**config.mk**
```make
export PLATFORM = sky130hd
export DESIGN_NAME = fab_clk_tick_gen
export DESIGN_NICKNAME = d
export VERILOG_FILES = /design/src/rtl/fab_clk_tick_gen.sv
export SDC_FILE = /design/constraint.sdc
export NUM_CORES = 1
export LEC_CHECK = 0
export ABC_AREA = 1
export BUFFER_PORTS_ARGS = -buffer_cell sky130_fd_sc_hd__buf_4
export CELL_PAD_IN_SITES_DETAIL_PLACEMENT = 1
export CELL_PAD_IN_SITES_GLOBAL_PLACEMENT = 1
export CORE_MARGIN = 5
export CORE_UTILIZATION = 42
export CTS_BUF_LIST = sky130_fd_sc_hd__clkbuf_8
export DETAILED_ROUTE_END_ITERATION = 10
export PLACE_DENSITY_LB_ADDON = 0.25
export SLEW_MARGIN = 20
export SYNTH_ARGS = -nofsm -noshare
export SYNTH_HDL_FRONTEND = slang
export SYNTH_SLANG_ARGS = --single-unit
```
**constraint.sdc**
```tcl
create_clock -name FAB_CLK -period 1.4 [get_ports FAB_CLK]
set_clock_uncertainty 0.15 [all_clocks]
set_input_delay 0.14 -clock FAB_CLK [delete_from_list [all_inputs] [get_ports FAB_CLK]]
set_output_delay 0.14 -clock FAB_CLK [all_outputs]
set_load 0.02 [all_outputs]
```
**src/rtl/fab_clk_tick_gen.sv**
```systemverilog
// Fabric reset/ready sequencer with a quarter-microsecond tick divider.
// Release waits for a debounced CCC lock; ticks run only while READY is high.
`timescale 1ns/1ps

module fab_clk_tick_gen #(
  parameter int DIV_QUARTER = 25,
  parameter int LOCK_STABLE = 1024,
  parameter bit LOCK_IGNORE = 1'b1
) (
  input  logic       FAB_CLK,
  input  logic       RESET,
  input  logic       FAB_LOCK,
  input  logic       TICK_EN,
  output logic       FAB_RESET,
  output logic       READY,
  output logic       TICK_Q,
  output logic       TICK_US,
  output logic [1:0] PHASE
);

  localparam logic [7:0]  DIV_LAST    = 8'(DIV_QUARTER - 1);
  localparam logic [15:0] STABLE_LAST = 16'(LOCK_STABLE - 1);

  typedef enum logic [1:0] {
    WAIT_LOCK = 2'd0,
    STABILIZE = 2'd1,
    RUN       = 2'd2
  } state_t;

  state_t      state_reg, state_next;
  logic [15:0] stable_cnt_reg, stable_cnt_next;
  logic [1:0]  sync_reg;
  logic        lock_s;
  logic        run_ok;

  logic        fab_reset_reg;
  logic        ready_reg;
  logic        tick_q_reg;
  logic        tick_us_reg;
  logic [1:0]  phase_reg;
  logic [7:0]  div_reg;

  // With the lock ignored, the second stage still leaves reset at 0 so the
  // release timing is identical to a lock that is high from the first edge.
  always_ff @(posedge FAB_CLK or posedge RESET) begin
    if (RESET) begin
      sync_reg <= 2'b00;
    end else begin
      sync_reg[0] <= FAB_LOCK;
      sync_reg[1] <= LOCK_IGNORE ? 1'b1 : sync_reg[0];
    end
  end

  assign lock_s = sync_reg[1];

  always_ff @(posedge FAB_CLK or posedge RESET) begin
    if (RESET) begin
      state_reg      <= WAIT_LOCK;
      stable_cnt_reg <= 16'd0;
    end else begin
      state_reg      <= state_next;
      stable_cnt_reg <= stable_cnt_next;
    end
  end

  always_comb begin
    state_next      = state_reg;
    stable_cnt_next = stable_cnt_reg;
    case (state_reg)
      WAIT_LOCK: begin
        stable_cnt_next = 16'd0;
        if (lock_s) state_next = STABILIZE;
      end
      STABILIZE: begin
        if (!lock_s) begin
          state_next      = WAIT_LOCK;
          stable_cnt_next = 16'd0;
        end else if (stable_cnt_reg == STABLE_LAST) begin
          state_next      = RUN;
          stable_cnt_next = 16'd0;
        end else begin
          stable_cnt_next = stable_cnt_reg + 16'd1;
        end
      end
      RUN: begin
        stable_cnt_next = 16'd0;
        if (!lock_s) state_next = WAIT_LOCK;
      end
      default: begin
        state_next      = WAIT_LOCK;
        stable_cnt_next = 16'd0;
      end
    endcase
  end

  // Qualifying with lock_s drops READY on the same edge the FSM leaves RUN,
  // which also lets a lock loss override a divider wrap due on that edge.
  assign run_ok = (state_reg == RUN) && lock_s;

  always_ff @(posedge FAB_CLK or posedge RESET) begin
    if (RESET) begin
      fab_reset_reg <= 1'b1;
      ready_reg     <= 1'b0;
      tick_q_reg    <= 1'b0;
      tick_us_reg   <= 1'b0;
      phase_reg     <= 2'd0;
      div_reg       <= 8'd0;
    end else begin
      fab_reset_reg <= !run_ok;
      ready_reg     <= run_ok;
      if (!run_ok) begin
        tick_q_reg  <= 1'b0;
        tick_us_reg <= 1'b0;
        phase_reg   <= 2'd0;
        div_reg     <= 8'd0;
      end else if (ready_reg && TICK_EN) begin
        if (div_reg == DIV_LAST) begin
          div_reg     <= 8'd0;
          tick_q_reg  <= 1'b1;
          tick_us_reg <= (phase_reg == 2'd3);
          phase_reg   <= phase_reg + 2'd1;
        end else begin
          div_reg     <= div_reg + 8'd1;
          tick_q_reg  <= 1'b0;
          tick_us_reg <= 1'b0;
        end
      end else begin
        tick_q_reg  <= 1'b0;
        tick_us_reg <= 1'b0;
      end
    end
  end

  assign FAB_RESET = fab_reset_reg;
  assign READY     = ready_reg;
  assign TICK_Q    = tick_q_reg;
  assign TICK_US   = tick_us_reg;
  assign PHASE     = phase_reg;

endmodule

```
# Yosys cells after proc, flatten, opt, wreduce, memory -nomap -nowiden
# Cells that the tools add are included.
# word_totals
elab_cells	48
output_inout_bits	6
reg_bits	34
# classes
mux	20
n_addsub	3
n_eq_ne	10
reduce_logical	6
# op_table
operator	count
$mux 16	3
$mux 8	3
$add 16x1->16 const B	1
$eq 16x10->1 const B	1
$mux 2	7
$add 8x1->8 const B	1
$eq 8x5->1 const B	1
$mux 1	6
$pmux 2 s3	1
$eq 2x2->1 const B	2
$ne 2x1->1 const B	2
$ne 2x2->1 const B	2
$ne 3x3->1 const B	1
$reduce_and 3->1	1
$add 2x1->2 const B	1
$eq 2x1->1 const B	1
$logic_and 1x1->1	2
$logic_not 2->1	1
$reduce_and 2->1	1
$logic_not 1->1	1

# Longest topological paths before layout
# logic_depth
word_depth	4
depth_mapped	9
ltp_nobuf	8

# Worst setup path after synthesis
# OpenSTA, ideal clock, no wires.
# synth_timing
path_kind	register to register
start	register stable_cnt_reg[0]
end	register stable_cnt_reg[11]
n_path_buf	1
setup_ps	119
stages_incl_launch_ff	10
t_required_ps	1131
setup_slack_ps	-143
arrival_time_ps	1274
path_cell_list	dfrtp_1 -> ha_1 -> nand2_1 -> nor2_4 -> nand2_4 -> nor2_2 -> nor2_4 -> inv_4 -> buf_12 -> nor2_2
# synth_between
elab_chain_cells	4
elab_cells_between_ends	5
cone_classes	add/sub (1); eq/ne (1); mux (3)
# synth_lines
element	line	rtl
start: declaration	31	logic [15:0] stable_cnt_reg, stable_cnt_next;
start signal: assignment	62	stable_cnt_reg <= stable_cnt_next;
$add 16x1->16 / $eq 16x10->1 (equally long branches)	82, 78	
$mux 16 (*)	78	end else if (stable_cnt_reg == STABLE_LAST) begin
$mux 16 (*)	75	if (!lock_s) begin
$mux 16 (*)	69	case (state_reg)
via stable_cnt_next[11]	31	
# Mark *: on every way through the listed nets, which the timed path passes. The rest lies on a longest branch.
# A chain may end at the register's enable or synchronous reset.

# Worst setup path in the final report
# layout_timing
start	register stable_cnt_reg[1]
end	register stable_cnt_reg[9]
# Same word-level chain as after synthesis.

==> impl_metrics.env <==
export IMPL_synthMuxAreaShare_pct=0
export IMPL_synth_compound_area_share_pct=4.23
export IMPL_multi_input_area_mm2=0.00103
export IMPL_grt_pass1_wl_um=9020
export IMPL_cts_sinks=33
export IMPL_wl_per_cell_um=20.7
export IMPL_synthArstFlopShare_pct=100
export IMPL_drv_cap=0
export IMPL_fin_ws_ns=-0.254
export IMPL_row_count=23
export IMPL_drc=0
export IMPL_synth_nets=235
export IMPL_worst_endpoint_required_ns=1.45
export IMPL_synth_seq_area_share_pct=46.6
export IMPL_nNetsFinal=296
export IMPL_synth_top_family_by_area="simple AND/OR/NAND/NOR gates"
export IMPL_synth_cell_type_count=23
export IMPL_grt_max_degree=34
export IMPL_yosysWarnings=0
export IMPL_p_switching_uw=445
export IMPL_drt_iter0_drc=134
export IMPL_seq_power_share_pct=53.3
export IMPL_cp_data_arrival_time_ns=1.71
export IMPL_clkPwrFrac_pct=39.9
export IMPL_ant_nets=0
export IMPL_die_area_mm2=0.00563
export IMPL_period_needed_ns=1.65
export IMPL_n_antenna_cell=0
export IMPL_gp_congestion=0.824
export IMPL_largest_register_ffs=16
export IMPL_vias=1839
export IMPL_die_w_um=75.0
export IMPL_synth_edff_count=0
export IMPL_cts_path_max_buffers=2
export IMPL_cts_root_buf="clkbuf_8"
export IMPL_rrSetupSlack_ns=-0.25
export IMPL_fmax_mhz=605
export IMPL_final_setup_viol_count=28
export IMPL_power_density_mw_per_mm2=708
export IMPL_period_share_pct=118
export IMPL_grt_ovfl_total=0
export IMPL_power_frac_comb_pct=6.8
export IMPL_syn_area_mm2=0.00178
export IMPL_drive_gt1_share_pct=41.7
export IMPL_yosys_area_share_xor_xnor_pct=3.45
export IMPL_synth_simple_area_share_pct=34.4
export IMPL_seq_area_um2=827
export IMPL_synthAdderAreaFrac_pct=2.82
export IMPL_finalHoldViolCount=0
export IMPL_final_max_slew_viol_count=0
export IMPL_nFillCells=467
export IMPL_clkLatencyLatePin_ns=0.29
export IMPL_dieHeight_um=75.0
export IMPL_critPathCaptureType="flip-flop"
export IMPL_antenna_found_initial=0
export IMPL_intPower_uw=1390
export IMPL_io_pins=10
export IMPL_path_clk_slew_ns=0.07
export IMPL_power_leakage_uw=0.00123
export IMPL_core_region_area_mm2=0.00406
export IMPL_timing_setup_tns_ns=-4.30
export IMPL_start_util_pct=43.8
export IMPL_crit_type="reg2reg"
export IMPL_io_buffer_count=8
export IMPL_avgViaCountPerCell=5.44
export IMPL_cts_buffers=5
export IMPL_dp_hpwl_um=3330
export IMPL_rsz0062_at_grt="yes"
export IMPL_crit_fanout=6
export IMPL_violations="setup timing"
export IMPL_synth_ff_type="dfrtp_1"
export IMPL_wl_um=6990
export IMPL_status="complete, but fails checks"
export IMPL_grt_pass1_vias=1856
export IMPL_postSynthCellCount=227
export IMPL_avgSynthCellArea_um2=7.82
export IMPL_irDropWorstVdd_mv=0.719
export IMPL_grt_usage_pct=21.9
export IMPL_cp_start_kind="flip-flop"
export IMPL_cts_max_level=2
export IMPL_cts_tree="built"
export IMPL_firstDrtPassIters=4
export IMPL_ys_seq_elements=33
export IMPL_hold_class="in2reg"
export IMPL_area_growth_synth_to_final_pct=45.6
export IMPL_switching_share_pct=24.3
export IMPL_p_total_uw=1830
-- synthesized netlist by cell type, types with 2 or more instances --
| library cell | count | area share, % |
|---|---|---|
| nand4_1 | 8 | 2.8 |
| nor2_2 | 11 | 3.9 |
| inv_1 | 31 | 6.6 |
| nand3_1 | 17 | 4.8 |
| nand2_1 | 56 | 12 |
| xor2_1 | 6 | 3.0 |
| nand2_2 | 2 | 0.70 |
| ha_1 | 4 | 2.8 |
| nor2_4 | 3 | 1.9 |
| dfrtp_1 | 32 | 45 |
| nor2_1 | 33 | 7.0 |
| nor3_1 | 3 | 0.85 |
| o21ai_0 | 11 | 3.1 |
-- path summary, 6_finish.rpt --
kind | to | from | depth (start not counted)
max reg2reg | stable_cnt_reg[9] | stable_cnt_reg[1] | 8
max in group asynchronous | FAB_RESET | RESET | 4
min in group asynchronous | PHASE[1] | RESET | 4
max | stable_cnt_reg[9] | stable_cnt_reg[1] | 8
min | div_reg[1] | TICK_EN | 5
min reg2reg | PHASE[0] | PHASE[0] | 1
-- metal layers --
metal / wire (um) / vias up / global-route usage [%]
li1: - / 827 / -
met5: 0 / - / 0
met3: 403 / 35 / 4.41
met1: 2830 / 903 / 28.3
met4: 367 / 0 / 6.92
met2: 3390 / 74 / 36.8
-- power groups by stage --
stage	clock, uW	sequential, uW	combinational, uW
2_1_floorplan	0	987	66.1
3_3_place_gp	0	987	88.7
3_5_place_dp	0	988	91.9
4_1_cts	747	972	109
5_1_grt	795	976	137
6_report	731	975	124
-- cell usage in the layout (no fill, tap or decap) --
master / synthesis / routed
o21ai_2: 0 / 2
dfstp_2: 1 / 1
dlygate4sd3_1: 0 / 1
nor3_1: 3 / 2
nand3_2: 0 / 5
o21bai_1: 1 / 1
ha_1: 4 / 1
buf_12: 1 / 1
o21ai_1: 0 / 6
inv_2: 0 / 5
nand4_1: 8 / 8
o31ai_1: 1 / 1
nor2_1: 33 / 22
nand3_4: 0 / 3
ha_4: 0 / 3
nor2_2: 11 / 14
nand2_2: 2 / 8
a21oi_1: 1 / 1
nand2_4: 1 / 4
buf_4: 0 / 48
buf_6: 0 / 5
nor2_4: 3 / 11
nand2_1: 56 / 47
inv_1: 31 / 28
xnor2_2: 0 / 1
clkinv_4: 0 / 1
clkbuf_8: 0 / 6
xor2_2: 0 / 1
dfrtp_1: 32 / 32
nor3_2: 0 / 1
o21ai_0: 11 / 3
nand3_1: 17 / 9
conb_1: 1 / 1
xor2_1: 6 / 5
-- worst max-delay path, cell delays in order, from the launching register on --
cell      delay, ns
dfrtp_1        0.44
ha_4           0.20
nand2_4        0.07
nor2_4         0.05
nand2_4        0.08
nor2_4         0.05
nor2_4         0.17
clkinv_4       0.16
nor2_1         0.20
-- cell families after synthesis --
logic type / after synthesis
AND/OR/NAND/NOR: 134
buffers and inverters: 34
flip-flops: 33
AO/OA/AOI/OAI: 14
XOR/XNOR: 7
adder cells (fa/ha/maj): 4
other: 1
-- cell type report --
type,count,area share [%]
clock inverters,1,0.145
well taps,50,2.42
clock buffers,6,3.19
flip-flops and latches,33,32.0
repair buffers,55,17.3
repair inverters,1,0.145
inverters,32,4.84
multi-input cells,160,40.0
-- timing repair --
item | 4_1_cts | 5_1_grt
buffers inserted | 3 | 6
pin swaps | 8 | 11
hold buffers | 1 | 0
gates resized for setup | 27 | 42
cloned | 1 | 0
endpoints found under the hold margin | 33 | 0
endpoints found under the setup margin | 28 | 30
-- per-stage QoR --
stage	std cells	cell area, um2	util, %	hold WS (ns)	setup WS (ns)
floorplan	227	1790	-	0.118	-0.0970
global placement	321	2180	53.7	0.0529	-0.0910
detailed placement	321	2180	53.7	0.0627	-0.170
CTS	332	2380	58.6	0.180	-0.106
global route	338	2580	63.7	0.256	-0.373
finish	338	2580	63.7	0.220	-0.254
Note: power is estimated with default switching activity, not from simulation.
